$ cat config.mk
export PLATFORM = sky130hd
export DESIGN_NAME = clock_timekeeper_flat
export DESIGN_NICKNAME = d
export VERILOG_FILES = /design/src/rtl/clock_pkg.sv /design/src/rtl/clock_timekeeper_if.sv /design/src/rtl/tick_prescaler.sv /design/src/rtl/clock_timekeeper.sv /design/src/flat_wrapper.sv
export SDC_FILE = /design/constraint.sdc
export NUM_CORES = 1
export LEC_CHECK = 0
export ABC_AREA = 1
export ABC_CLOCK_PERIOD_IN_PS = 4920
export BUFFER_PORTS_ARGS = -buffer_cell sky130_fd_sc_hd__buf_2
export CORE_ASPECT_RATIO = 0.8
export CORE_MARGIN = 2
export CORE_UTILIZATION = 58
export CTS_CLUSTER_DIAMETER = 30
export DETAILED_ROUTE_END_ITERATION = 12
export PLACE_DENSITY_LB_ADDON = 0.15
export SYNTH_ARGS = -nofsm -noshare
export SYNTH_HDL_FRONTEND = slang
export SYNTH_SLANG_ARGS = --single-unit
$ cat constraint.sdc
create_clock -name Clk_1sec -period 4.92 [get_ports Clk_1sec]
set_clock_uncertainty 0.15 [all_clocks]
set_input_delay 0.492 -clock Clk_1sec [delete_from_list [all_inputs] [get_ports Clk_1sec]]
set_output_delay 0.492 -clock Clk_1sec [all_outputs]
set_load 0.02 [all_outputs]
$ cat src/rtl/clock_pkg.sv
// rtl/clock_pkg.sv - shared time-of-day types, limits and 12-hour conversion
package clock_pkg;

    localparam int SEC_MAX  = 59;
    localparam int MIN_MAX  = 59;
    localparam int HOUR_MAX = 23;
    localparam int HOUR_W   = 5;
    localparam int MS_W     = 6;

    typedef struct packed {
        logic [HOUR_W-1:0] h;
        logic [MS_W-1:0]   m;
        logic [MS_W-1:0]   s;
    } time_t;

    // Returns {display_hours, pm} for a 24-hour internal hour.
    function automatic logic [HOUR_W:0] to_12h(input logic [HOUR_W-1:0] h);
        logic [HOUR_W-1:0] hh;
        logic              pm;
        pm = (h >= HOUR_W'(12));
        if (h == '0) begin
            hh = HOUR_W'(12);
        end else if (h > HOUR_W'(12)) begin
            hh = h - HOUR_W'(12);
        end else begin
            hh = h;
        end
        return {hh, pm};
    endfunction

endpackage

$ cat src/rtl/clock_timekeeper_if.sv
// rtl/clock_timekeeper_if.sv - control, load, alarm and display bundle of the timekeeper
interface clock_timekeeper_if;
    import clock_pkg::*;

    logic              run;
    logic              set_en;
    logic [HOUR_W-1:0] set_hours;
    logic [MS_W-1:0]   set_minutes;
    logic [MS_W-1:0]   set_seconds;
    logic              alarm_wr;
    logic [HOUR_W-1:0] alarm_hours;
    logic [MS_W-1:0]   alarm_minutes;
    logic              alarm_en;
    logic              mode_12h;
    logic [MS_W-1:0]   seconds;
    logic [MS_W-1:0]   minutes;
    logic [HOUR_W-1:0] hours;
    logic              pm;
    logic              sec_tick;
    logic              day_wrap;
    logic              alarm_hit;
    logic              set_err;

    modport master (
        output run, set_en, set_hours, set_minutes, set_seconds,
               alarm_wr, alarm_hours, alarm_minutes, alarm_en, mode_12h,
        input  seconds, minutes, hours, pm, sec_tick, day_wrap, alarm_hit, set_err
    );

    modport slave (
        input  run, set_en, set_hours, set_minutes, set_seconds,
               alarm_wr, alarm_hours, alarm_minutes, alarm_en, mode_12h,
        output seconds, minutes, hours, pm, sec_tick, day_wrap, alarm_hit, set_err
    );

endinterface

$ cat src/rtl/tick_prescaler.sv
// rtl/tick_prescaler.sv - divides the tick clock down to one advance strobe per second
module tick_prescaler #(
    parameter int TICKS_PER_SEC = 1
) (
    input  logic Clk_1sec,
    input  logic reset,
    input  logic run,
    input  logic clr,
    output logic adv
);

    localparam int PRE_W = (TICKS_PER_SEC > 1) ? $clog2(TICKS_PER_SEC) : 1;
    localparam logic [PRE_W-1:0] TERM = PRE_W'(TICKS_PER_SEC - 1);

    logic [PRE_W-1:0] cnt;

    // A clear (time load) suppresses the advance that would otherwise fire this cycle.
    assign adv = run && !clr && (cnt == TERM);

    always_ff @(posedge Clk_1sec) begin
        if (reset || clr) begin
            cnt <= '0;
        end else if (run) begin
            cnt <= adv ? '0 : cnt + PRE_W'(1);
        end
    end

endmodule

$ cat src/rtl/clock_timekeeper.sv
// rtl/clock_timekeeper.sv - time-of-day counter with validated load, alarm compare and 12/24-hour display
module clock_timekeeper
    import clock_pkg::*;
#(
    parameter int TICKS_PER_SEC = 1
) (
    input  logic Clk_1sec,
    input  logic reset,
    clock_timekeeper_if.slave bus
);

    time_t             t;
    time_t             t_next;
    logic [HOUR_W-1:0] al_h;
    logic [MS_W-1:0]   al_m;
    logic              adv;
    logic              set_ok;
    logic              al_ok;
    logic              load;
    logic              last_sec;
    logic              sec_tick_r;
    logic              day_wrap_r;
    logic              alarm_hit_r;
    logic              set_err_r;
    logic [HOUR_W-1:0] h12;
    logic              pm12;

    assign set_ok = (bus.set_hours   <= HOUR_W'(HOUR_MAX)) &&
                    (bus.set_minutes <= MS_W'(MIN_MAX)) &&
                    (bus.set_seconds <= MS_W'(SEC_MAX));
    assign al_ok  = (bus.alarm_hours   <= HOUR_W'(HOUR_MAX)) &&
                    (bus.alarm_minutes <= MS_W'(MIN_MAX));
    assign load   = bus.set_en && set_ok;

    tick_prescaler #(.TICKS_PER_SEC(TICKS_PER_SEC)) u_prescaler (
        .Clk_1sec (Clk_1sec),
        .reset    (reset),
        .run      (bus.run),
        .clr      (load),
        .adv      (adv)
    );

    assign last_sec = (t.h == HOUR_W'(HOUR_MAX)) && (t.m == MS_W'(MIN_MAX)) &&
                      (t.s == MS_W'(SEC_MAX));

    always_comb begin
        t_next = t;
        if (t.s != MS_W'(SEC_MAX)) begin
            t_next.s = t.s + MS_W'(1);
        end else begin
            t_next.s = '0;
            if (t.m != MS_W'(MIN_MAX)) begin
                t_next.m = t.m + MS_W'(1);
            end else begin
                t_next.m = '0;
                t_next.h = (t.h == HOUR_W'(HOUR_MAX)) ? '0 : t.h + HOUR_W'(1);
            end
        end
    end

    // Alarm compare uses the alarm registers as they stood before this edge.
    always_ff @(posedge Clk_1sec) begin
        if (reset) begin
            t           <= '0;
            al_h        <= '0;
            al_m        <= '0;
            sec_tick_r  <= 1'b0;
            day_wrap_r  <= 1'b0;
            alarm_hit_r <= 1'b0;
            set_err_r   <= 1'b0;
        end else begin
            sec_tick_r  <= 1'b0;
            day_wrap_r  <= 1'b0;
            alarm_hit_r <= 1'b0;
            set_err_r   <= (bus.set_en && !set_ok) || (bus.alarm_wr && !al_ok);
            if (load) begin
                t <= '{h: bus.set_hours, m: bus.set_minutes, s: bus.set_seconds};
            end else if (adv) begin
                t           <= t_next;
                sec_tick_r  <= 1'b1;
                day_wrap_r  <= last_sec;
                alarm_hit_r <= bus.alarm_en && (t_next.s == '0) &&
                               (t_next.h == al_h) && (t_next.m == al_m);
            end
            if (bus.alarm_wr && al_ok) begin
                al_h <= bus.alarm_hours;
                al_m <= bus.alarm_minutes;
            end
        end
    end

    assign {h12, pm12}   = to_12h(t.h);
    assign bus.seconds   = t.s;
    assign bus.minutes   = t.m;
    assign bus.hours     = bus.mode_12h ? h12 : t.h;
    assign bus.pm        = pm12;
    assign bus.sec_tick  = sec_tick_r;
    assign bus.day_wrap  = day_wrap_r;
    assign bus.alarm_hit = alarm_hit_r;
    assign bus.set_err   = set_err_r;

endmodule

$ cat src/flat_wrapper.sv
// flat-port wrapper written by rule: the top's interface ports become plain ports
module clock_timekeeper_flat import clock_pkg::*;
#(
    parameter int TICKS_PER_SEC = 1
)
  (Clk_1sec, reset, bus_run, bus_set_en, bus_set_hours, bus_set_minutes, bus_set_seconds, bus_alarm_wr, bus_alarm_hours, bus_alarm_minutes, bus_alarm_en, bus_mode_12h, bus_seconds, bus_minutes, bus_hours, bus_pm, bus_sec_tick, bus_day_wrap, bus_alarm_hit, bus_set_err);
  clock_timekeeper_if bus_i ();
  input  logic Clk_1sec;
  input  logic reset;
  input wire logic [$bits(bus_i.run)-1:0] bus_run;
  input wire logic [$bits(bus_i.set_en)-1:0] bus_set_en;
  input wire logic [$bits(bus_i.set_hours)-1:0] bus_set_hours;
  input wire logic [$bits(bus_i.set_minutes)-1:0] bus_set_minutes;
  input wire logic [$bits(bus_i.set_seconds)-1:0] bus_set_seconds;
  input wire logic [$bits(bus_i.alarm_wr)-1:0] bus_alarm_wr;
  input wire logic [$bits(bus_i.alarm_hours)-1:0] bus_alarm_hours;
  input wire logic [$bits(bus_i.alarm_minutes)-1:0] bus_alarm_minutes;
  input wire logic [$bits(bus_i.alarm_en)-1:0] bus_alarm_en;
  input wire logic [$bits(bus_i.mode_12h)-1:0] bus_mode_12h;
  output wire logic [$bits(bus_i.seconds)-1:0] bus_seconds;
  output wire logic [$bits(bus_i.minutes)-1:0] bus_minutes;
  output wire logic [$bits(bus_i.hours)-1:0] bus_hours;
  output wire logic [$bits(bus_i.pm)-1:0] bus_pm;
  output wire logic [$bits(bus_i.sec_tick)-1:0] bus_sec_tick;
  output wire logic [$bits(bus_i.day_wrap)-1:0] bus_day_wrap;
  output wire logic [$bits(bus_i.alarm_hit)-1:0] bus_alarm_hit;
  output wire logic [$bits(bus_i.set_err)-1:0] bus_set_err;
  assign bus_i.run = bus_run;
  assign bus_i.set_en = bus_set_en;
  assign bus_i.set_hours = bus_set_hours;
  assign bus_i.set_minutes = bus_set_minutes;
  assign bus_i.set_seconds = bus_set_seconds;
  assign bus_i.alarm_wr = bus_alarm_wr;
  assign bus_i.alarm_hours = bus_alarm_hours;
  assign bus_i.alarm_minutes = bus_alarm_minutes;
  assign bus_i.alarm_en = bus_alarm_en;
  assign bus_i.mode_12h = bus_mode_12h;
  assign bus_seconds = bus_i.seconds;
  assign bus_minutes = bus_i.minutes;
  assign bus_hours = bus_i.hours;
  assign bus_pm = bus_i.pm;
  assign bus_sec_tick = bus_i.sec_tick;
  assign bus_day_wrap = bus_i.day_wrap;
  assign bus_alarm_hit = bus_i.alarm_hit;
  assign bus_set_err = bus_i.set_err;
  clock_timekeeper #(.TICKS_PER_SEC(TICKS_PER_SEC)) u_core (.Clk_1sec(Clk_1sec), .reset(reset), .bus(bus_i));
endmodule
# Word-level counts from Yosys, hierarchy flattened
# Cells that the tools add are included.
dict set report totals {
  reg_bits 33
  inputBits 35
  output_inout_bits 22
  wordCells 67
}
dict set report op_classes {
  add_sub_neg 5
  magnitude_cmp 7
  eq_ne 7
  muxes 12
  bitwise_logic 2
  n_reduce_logical 24
}
# op count
set op_table {}
lappend op_table {{$mux W17} 2}
lappend op_table {{$mux W5} 5}
lappend op_table {{$le A6 B6 Y1 const B} 3}
lappend op_table {{$logic_and A1 B1 Y1} 14}
lappend op_table {{$add A6 B1 Y6 const B} 2}
lappend op_table {{$eq A6 B6 Y1 const B} 2}
lappend op_table {{$mux W6} 2}
lappend op_table {{$ne A6 B6 Y1 const B} 2}
lappend op_table {{$mux W11} 1}
lappend op_table {{$le A5 B5 Y1 const B} 2}
lappend op_table {{$eq A6 B6 Y1} 1}
lappend op_table {{$logic_not A6 Y1} 1}
lappend op_table {{$add A5 B1 Y5 const B} 1}
lappend op_table {{$eq A5 B5 Y1} 1}
lappend op_table {{$eq A5 B5 Y1 const B} 1}
lappend op_table {{$ge A5 B4 Y1 const B} 1}
lappend op_table {{$gt A5 B4 Y1 const B} 1}
lappend op_table {{$logic_not A5 Y1} 1}
lappend op_table {{$sub A5 B4 Y5 const B} 1}
lappend op_table {{$logic_not A1 Y1} 3}
lappend op_table {{$reduce_or A3 Y1} 1}
lappend op_table {{$logic_or A1 B1 Y1} 2}
lappend op_table {{$mux W1} 2}
lappend op_table {{$not A1 Y1} 2}
lappend op_table {{other kinds (3)} 3}

# Logic depth before layout (Yosys ltp)
# Gate-level depths: netlist of the first run.
dict set report logic_depth {
  depth_word 9
  mapped_depth 13
  mapped_depth_nobuf 13
}

# By module
# A second synthesis of the first run with hierarchy kept.
dict set report unflattened {
  cells_unflattened 385
  hier_area_um2 2329.7
}
# module n_inst cells_per_inst area_per_inst_um2 seq_area_each_um2
set modules_own_cells {}
lappend modules_own_cells {clock_timekeeper 1 376 2279.7 640.6}
lappend modules_own_cells {tick_prescaler 1 9 50.0 20.0}

# Least setup slack after synthesis of the first run
# Ideal clock, no wire load.
dict set report synth_timing {
  kind {register to output}
  start {reg u_core.t[14] (netlist bit)}
  end {out bus_hours[4]}
  arrival_time_ps 1955
  required_ps 4278
  path_slack_ps 2323
  stages_incl_launch_ff 6
  n_path_buf 0
  path_cell_list {dfxtp_1 > inv_1 > ha_1 > nand4_1 > inv_1 > a2111oi_0}
}
dict set report synth_between {
  elab_chain_len 4
  elab_cells_between_ends 6
  cone_classes {1 x add/sub; 1 x order compare; 3 x mux; 1 x reduce/logical}
}
# item line_no
set synth_rtl {}
lappend synth_rtl {{from (decl)} clock_timekeeper.sv:12} ;# time_t t;
lappend synth_rtl {{from (signal assigned)} clock_timekeeper.sv:77} ;# t <= '{h: bus.set_hours, m: bus.set_minutes, s: bus.set_seconds};
lappend synth_rtl {{from (signal assigned)} clock_timekeeper.sv:79} ;# t <= t_next;
lappend synth_rtl {{$sub A5 B4 Y5 / $gt A5 B4 Y1 (equally long branches)} {clock_pkg.sv:24, clock_pkg.sv:23}}
lappend synth_rtl {{$mux W5} clock_pkg.sv:23} ;# end else if (h > HOUR_W'(12)) begin
lappend synth_rtl {{$mux W5 (*)} clock_pkg.sv:21} ;# if (h == '0) begin
lappend synth_rtl {{$mux W5 (*)} clock_timekeeper.sv:95} ;# assign bus.hours = bus.mode_12h ? h12 : t.h;
lappend synth_rtl {{to (decl)} flat_wrapper.sv:22} ;# output wire logic [$bits(bus_i.hours)-1:0] bus_hours;
# Every way passes the cells marked *; elsewhere a longest branch is shown, timed or not.

# Final worst setup path of the first run
dict set report layout_timing {
  start {reg u_core.t, in the netlist u_core.bus.seconds[0]}
  end {reg u_core.alarm_hit_r, in the netlist u_core.bus.alarm_hit}
}
dict set report layout_between {
  elab_chain_len 6
  elab_cells_between_ends 10
  cone_classes {1 x add/sub; 3 x eq/ne; 2 x mux; 4 x reduce/logical}
}
# item line_no
set layout_rtl {}
lappend layout_rtl {{$add A6 B1 Y6 / $ne A6 B6 Y1 (equally long branches)} {clock_timekeeper.sv:49, clock_timekeeper.sv:48}}
lappend layout_rtl {{$mux W6} clock_timekeeper.sv:48} ;# if (t.s != MS_W'(SEC_MAX)) begin
lappend layout_rtl {{$logic_not A6 Y1} clock_timekeeper.sv:82} ;# alarm_hit_r <= bus.alarm_en && (t_next.s == '0) &&
lappend layout_rtl {{$logic_and A1 B1 Y1 (2 in series)} clock_timekeeper.sv:82}
lappend layout_rtl {{$logic_and A1 B1 Y1 (*)} clock_timekeeper.sv:83} ;# (t_next.h == al_h) && (t_next.m == al_m);
lappend layout_rtl {{to (signal assigned)} clock_timekeeper.sv:82}
lappend layout_rtl {{to (decl)} clock_timekeeper.sv:23} ;# logic alarm_hit_r;
# Marked as above.
# A chain may end at the register's enable or synchronous reset.

==> results.sh, run 1 <==
export IMPL_synth_top_family_by_area="simple AND/OR/NAND/NOR gates"
export IMPL_period_share=0.5581
export IMPL_tightest_slew_ns=0.7838
export IMPL_clk_path_buf_depth=2
export IMPL_r2r_end="u_core.bus.alarm_hit$_SDFF_PP0_"
export IMPL_power_switching_uw=256.6
export IMPL_cts_tree="yes"
export IMPL_gp_congestion=1.013
export IMPL_wl_met3_microns=718
export IMPL_maxSlewViolCount=0
export IMPL_viasPerCell=5.692
export IMPL_clkSinkCount=33
export IMPL_antenna_left=0
export IMPL_crit_chain="ha_1 -> nand3_2 -> nor2_4 -> nand2_2 -> o21ai_2 -> nand3_1 -> nand2_1 -> nand2_1 -> nor2_1 -> nand3_1 -> nor2_1"
export IMPL_final_cell_count_no_fill=458
export IMPL_synthCells=362
export IMPL_postLayoutCellArea_sq_mm=0.002719
export IMPL_startpoint_type="flop"
export IMPL_combPwrFrac=0.239
export IMPL_wl_per_cell_microns=14.57
export IMPL_drtIter0Drc=213
export IMPL_diodes=0
export IMPL_synth_area_top_cells="dfxtp_1, nand2_1, nand3_1"
export IMPL_fillers=333
export IMPL_top_layer_used="met4"
export IMPL_p_int_uw=515.9
export IMPL_cts_hold_buf=0
export IMPL_met2_length_microns=2828
export IMPL_min_from="bus_alarm_wr"
export IMPL_grt_pass1_vias=2319
export IMPL_reg2reg_depth=11
export IMPL_netlist_area_leader_share=0.2737
export IMPL_port_buffers=56
export IMPL_reg2reg_from="u_core.bus.seconds[0]$_SDFFE_PP0P_"
export IMPL_drcViolationCount=0
export IMPL_dp_cells=450
export IMPL_period_minus_slack_ns=2.746
export IMPL_synth_edf_count=0
export IMPL_dp_hpwl_microns=5110
export IMPL_synth_adder_area_share=0.04147
export IMPL_start_util=0.6183
export IMPL_cp_top_family="simple AND/OR/NAND/NOR gates"
export IMPL_cp_slowest_cell="nor2_4"
export IMPL_core_sq_mm=0.003904
export IMPL_critPathMaxStageDelay_ns=0.53
export IMPL_max_freq_mhz=364.2
export IMPL_fp_dieW_microns=76.12
export IMPL_end_kind="flop"
export IMPL_cts_root_buf="clkbuf_8"
export IMPL_finalSetupTns_ns=0
export IMPL_dpl_instance_area_sq_mm=0.002599
export IMPL_dieArea_sq_mm=0.004697
export IMPL_yosysTopAreaCell="dfxtp_1"
export IMPL_synth_seq_cells=33
export IMPL_syn_area_sq_mm=0.002414
export IMPL_status="finished, final reports clean"
export IMPL_p_clk_frac=0.359
export IMPL_min_path_type="primary input to flop"
export IMPL_crit_type="flop to flop"
export IMPL_synth_net_count=405
export IMPL_maxCapViolations=0
export IMPL_post_cts_setup_buffers=0
export IMPL_synth_top_cells_by_count="nand2_1, inv_1, nand3_1"
export IMPL_postRouteWirelength_microns=6671
export IMPL_path_clk_slew_ns=0.08
export IMPL_vias=2607
export IMPL_p_sw_frac=0.3322
export IMPL_path_buf_inv=0
export IMPL_crit_fanout=22
export IMPL_cts_max_level=2
export IMPL_reg2reg_setup_slack_ns=2.17
export IMPL_synth_simple_area_share=0.3701
export IMPL_firstDrtPassIters=5
export IMPL_overflow=0
export IMPL_synth_area_mux_share=0
export IMPL_ir_drop_uv=188.2
export IMPL_yosysMostFrequentCell="nand2_1"
export IMPL_grt_antenna_before_repair=0
export IMPL_cts_inserted_buffers=5
export IMPL_die_height_microns=61.70
export IMPL_nNetsFinal=445
export IMPL_hold_path_end="u_core.bus.set_err$_SDFF_PP0_"
export IMPL_grt_setup_unrepaired="false"
export IMPL_slew_headroom=0.4760
export IMPL_synth_main_ff_cell="dfxtp_1"
export IMPL_ys_seq_area_frac=0.2737
export IMPL_yosysWarnings=0
export IMPL_whs_ns=0.3160
export IMPL_ioPinCount=57
export IMPL_whs_path_depth=3
export IMPL_grt_first_pass_wirelength_microns=10750
export IMPL_hold_viol=0
export IMPL_synth_compound_area_frac=0.1685
export IMPL_grt_util_all_layers=0.2944
export IMPL_cp_required_ns=5.01
export IMPL_grt_max_degree=25
export IMPL_layout_drive_gt1_share=0.2283
export IMPL_ys_async_sr_fraction=0
export IMPL_cts_resized_gates=0
export IMPL_cp_data_arrival_time_ns=2.83
export IMPL_wl_met1_microns=3010
export IMPL_ys_types=36
export IMPL_rows=20
export IMPL_clock_latency_ns=0.29
export IMPL_syn_avg_cell_area_sq_um=6.667
export IMPL_synth_xor_area_share=0.003629
export IMPL_powerDensity_mw_per_mm2=284.1
export IMPL_setup_violations=0
export IMPL_seq_power_share=0.402
export IMPL_leakage_uw=0.001349
export IMPL_syn2layout_area_growth_pct=12.65
metal layers:
metal | global-route usage | vias up
met5 | 0 | -
met1 | 0.4036 | 1171
met4 | 0.1169 | 0
met2 | 0.4758 | 139
li1 | - | 1283
met3 | 0.05347 | 14
power by group through the flow:
stage / Sequential, uW / Combinational [uW] / Clock (uW)
after floorplan: 311 / 134 / 0
after detailed placement: 316 / 180 / 0
after CTS: 310 / 182 / 278
after global placement: 316 / 178 / 0
after global routing: 314 / 204 / 289
final: 311 / 184 / 277
worst max path at each step:
stage	from	to	slack (ns)	depth (start not counted)
after global placement	u_core.bus.seconds[0]$_SDFFE_PP0P_	u_core.bus.alarm_hit$_SDFF_PP0_	2.24	11
final	u_core.bus.seconds[0]$_SDFFE_PP0P_	u_core.bus.alarm_hit$_SDFF_PP0_	2.17	11
after floorplan	u_core.t[14]$_SDFFE_PP0P_	bus_hours[4]	2.32	5
after detailed placement	u_core.bus.seconds[0]$_SDFFE_PP0P_	u_core.bus.alarm_hit$_SDFF_PP0_	2.24	11
after CTS	u_core.bus.seconds[0]$_SDFFE_PP0P_	u_core.bus.alarm_hit$_SDFF_PP0_	2.19	11
after global routing	u_core.bus.seconds[0]$_SDFFE_PP0P_	u_core.bus.alarm_hit$_SDFF_PP0_	1.94	11
flip-flops by register name, summed over array words and instances, names as in the netlist:
register and count:
u_core.u_prescaler.cnt 1, u_core.bus.alarm_hit 1, u_core.al_m 6, u_core.bus.set_err 1
u_core.al_h 5, u_core.bus.sec_tick 1, u_core.bus.day_wrap 1, u_core.bus.minutes 6
u_core.t 5, u_core.bus.seconds 6
worst min-delay path, cell delays in order:
cell and delay [ns]:
buf_2 0.11, nand2_1 0.06, a21oi_1 0.05
placed cells by master (no fill, tap or decap), drive strengths merged, types with 2 or more instances in the layout:
master	synthesis	layout
nand3b	3	3
nand3	50	50
inv	47	47
nand2	84	84
clkbuf	7	6
dfxtp	33	33
a21oi	28	28
buf	16	56
nor2	27	27
ha	8	8
nand4	11	11
a211oi	3	3
o21ai	32	32
a31oi	4	4
a221oi	2	2
area by class of cell:
| class | instances | area, sq um | share of cell area |
|---|---|---|---|
| Clock buffer | 6 | 82.58 | 0.03037 |
| Tap cell | 55 | 68.82 | 0.02531 |
| Sequential cell | 33 | 660.6 | 0.2430 |
| Inverter | 48 | 180.2 | 0.06627 |
| Timing Repair Buffer | 56 | 280.3 | 0.1031 |
| Clock inverter | 2 | 37.54 | 0.01381 |
| Multi-Input combinational cell | 258 | 1409 | 0.5182 |
cells by family (layout without fill, tap and decap cells):
family	after synthesis	after routing
compound gates	73	73
xor+xnor	1	1
fa+ha+maj	8	8
buf+inv	71	112
flops	33	33
simple gates	176	176
through the flow:
step / worst slack (ns) / power, uW / util
final: 2.174 / 772.5 / 0.6965
after global routing: 1.940 / 807.0 / 0.6965
after CTS: 2.188 / 770.2 / 0.6965
after detailed placement: 2.244 / 496.2 / 0.6657
after global placement: 2.242 / 493.2 / 0.6657
after floorplan: 2.323 / 445.9 / -
Note: power is estimated with default switching activity, not from simulation.
==> inputs of run 2 (changes only) <==
--- a/config.mk
+++ b/config.mk
@@ -5,12 +5,12 @@
 export SDC_FILE = /design/constraint.sdc
 export NUM_CORES = 1
 export LEC_CHECK = 0
-export ABC_AREA = 1
-export ABC_CLOCK_PERIOD_IN_PS = 4920
+export ABC_AREA = 0
+export ABC_CLOCK_PERIOD_IN_PS = 2800
 export BUFFER_PORTS_ARGS = -buffer_cell sky130_fd_sc_hd__buf_2
 export CORE_ASPECT_RATIO = 0.8
 export CORE_MARGIN = 2
-export CORE_UTILIZATION = 58
+export CORE_UTILIZATION = 54
 export CTS_CLUSTER_DIAMETER = 30
 export DETAILED_ROUTE_END_ITERATION = 12
 export PLACE_DENSITY_LB_ADDON = 0.15
==> constraint.sdc (replaced) <==
create_clock -name Clk_1sec -period 2.8 [get_ports Clk_1sec]
set_clock_uncertainty 0.15 [all_clocks]
set_input_delay 0.28 -clock Clk_1sec [delete_from_list [all_inputs] [get_ports Clk_1sec]]
set_output_delay 0.28 -clock Clk_1sec [all_outputs]
set_load 0.02 [all_outputs]
==> run 2 against run 1 <==
Sequential cell count unchanged. Maximum frequency is 5.7% higher. Via count up 1.2%. Routed wire length increased by 1.6%. Design area is 5.3% higher. Power rose by 75%. Largest power group unchanged.
==> results.sh, run 2 <==
export IMPL_netlist_area_leader_share=0.2652
export IMPL_finalSetupTns_ns=0
export IMPL_fillers=410
export IMPL_wl_per_cell_microns=15.99
export IMPL_diodes=0
export IMPL_drtIter0Drc=265
export IMPL_crit_type="flop to flop"
export IMPL_nNetsFinal=406
export IMPL_status="finished, final reports clean"
export IMPL_synth_main_ff_cell="dfxtp_1"
export IMPL_end_kind="flop"
export IMPL_maxCapViolations=0
export IMPL_grt_util_all_layers=0.2697
export IMPL_cts_inserted_buffers=5
export IMPL_post_cts_setup_buffers=0
export IMPL_start_util=0.5518
export IMPL_path_clk_slew_ns=0.07
export IMPL_synth_top_cells_by_count="nor2_1, dfxtp_1, nand2_1"
export IMPL_dp_cells=416
export IMPL_syn2layout_area_growth_pct=14.97
export IMPL_final_common_cell="buf_2"
export IMPL_startpoint_type="flop"
export IMPL_synth_seq_cells=33
export IMPL_period_minus_slack_ns=2.597
export IMPL_cts_resized_gates=0
export IMPL_port_buffers=56
export IMPL_powerDensity_mw_per_mm2=471.3
export IMPL_ioPinCount=57
export IMPL_layout_drive_gt1_share=0.2390
export IMPL_drcViolationCount=0
export IMPL_slew_headroom=0.5113
export IMPL_postRouteWirelength_microns=6779
export IMPL_ys_async_sr_fraction=0
export IMPL_synth_net_count=364
export IMPL_cts_hold_buf=0
export IMPL_ys_types=60
export IMPL_gp_congestion=0.9427
export IMPL_leakage_uw=0.001218
export IMPL_ys_seq_area_frac=0.2652
export IMPL_cp_data_arrival_time_ns=2.64
export IMPL_crit_fanout=9
export IMPL_clock_latency_ns=0.28
export IMPL_cp_required_ns=2.84
export IMPL_firstDrtPassIters=6
export IMPL_cts_max_level=2
export IMPL_tightest_slew_ns=0.7310
export IMPL_grt_antenna_before_repair=0
export IMPL_ir_drop_uv=264.6
export IMPL_setup_violations=0
export IMPL_overflow=0
export IMPL_synth_area_top_cells="dfxtp_1, mux2i_1, nor2_1"
export IMPL_whs_ns=0.03139
export IMPL_min_path_type="primary input to flop"
export IMPL_final_cell_count_no_fill=424
export IMPL_final_cell_mix="buf_2, nor2_1, dfxtp_1"
export IMPL_hold_viol=0
export IMPL_synthCells=321
export IMPL_antenna_left=0
export IMPL_syn_area_sq_mm=0.002491
export IMPL_yosysTopAreaCell="dfxtp_1"
export IMPL_die_height_microns=64.75
export IMPL_clkSinkCount=33
export IMPL_grt_first_pass_wirelength_microns=10860
export IMPL_period_share=0.9276
export IMPL_viasPerCell=6.224
export IMPL_dp_hpwl_microns=5047
export IMPL_power_uw=1350
export IMPL_synth_edf_count=0
export IMPL_cts_tree="yes"
export IMPL_utilization=0.6344
export IMPL_grt_max_degree=34
export IMPL_core_sq_mm=0.004514
export IMPL_grt_setup_unrepaired="false"
export IMPL_yosysMostFrequentCell="nor2_1"
export IMPL_max_freq_mhz=385.0
export IMPL_vias=2639
export IMPL_cts_root_buf="clkbuf_8"
export IMPL_dieArea_sq_mm=0.005176
export IMPL_fp_dieW_microns=79.94
export IMPL_yosysWarnings=0
export IMPL_rows=22
export IMPL_clk_path_buf_depth=2
export IMPL_syn_avg_cell_area_sq_um=7.761
export IMPL_grt_pass1_vias=2225
export IMPL_maxSlewViolCount=0
-- run 2: per-stage QoR --
stage / area, sq um / worst slack [ns]
6_report: 2864 / 0.2028
3_3_place_gp: 2748 / 0.3900
2_1_floorplan: 2491 / 0.4522
4_1_cts: 2864 / 0.2073
3_5_place_dp: 2748 / 0.2341
5_1_grt: 2864 / 0.01360
-- run 2: per-layer routing --
metal  part of all wire  vias up  GRT usage
met3              0.097       20    0.04735
li1                   -     1276          -
met1               0.48     1194     0.4050
met4              0.018        0    0.08263
met5                  0        -          0
met2               0.40      149     0.3885
-- run 2: kinds of logic (layout without fill, tap and decap cells) --
family / Yosys count / in the layout / synth area share
AO/OA/AOI/OAI: 86 / 86 / 0.2461
XOR/XNOR: 8 / 8 / 0.02813
adder cells (fa/ha/maj): 8 / 8 / 0.04018
buffers and inverters: 45 / 88 / 0.09543
flip-flops: 33 / 33 / 0.2652
multiplexers: 17 / 17 / 0.06931
AND/OR/NAND/NOR: 124 / 124 / 0.2557
-- run 2: worst paths after layout --
check / start / endpoint / slack [ns] / cells past startpoint
worst max-delay path: u_core.bus.minutes[0]$_SDFFE_PP0P_ / u_core.bus.alarm_hit$_SDFF_PP0_ / 0.20 / 7
worst min-delay path: bus_run / u_core.u_prescaler.cnt$_SDFFE_PP0P_ / 0.03 / 2
worst max register to register: u_core.bus.minutes[0]$_SDFFE_PP0P_ / u_core.bus.alarm_hit$_SDFF_PP0_ / 0.20 / 7
worst min register to register: u_core.u_prescaler.cnt$_SDFFE_PP0P_ / u_core.u_prescaler.cnt$_SDFFE_PP0P_ / 0.34 / 1
-- run 2: report_power, final --
part	switching [uW]	total (uW)	internal, uW
Combinational	193	334	141
Clock	173	463	290
Sequential	51.0	553	502
Total	417	1350	933
-- run 2: final cells by class --
type,count,area [sq um],area share
Sequential cell,33,660.6,0.2307
Inverter,11,41.29,0.01442
Tap cell,60,75.07,0.02621
Clock inverter,1,30.03,0.01048
Timing Repair Buffer,69,377.9,0.1319
Multi-Input combinational cell,243,1593,0.5561
Clock buffer,7,86.33,0.03014
-- run 2: critical path: stages (launching register included) --
cell,delay [ns]
dfxtp_1,0.46
ha_1,0.35
nand3b_1,0.18
nor3_2,0.36
xnor2_1,0.14
a2111oi_2,0.36
o2111ai_1,0.18
nor4_2,0.32
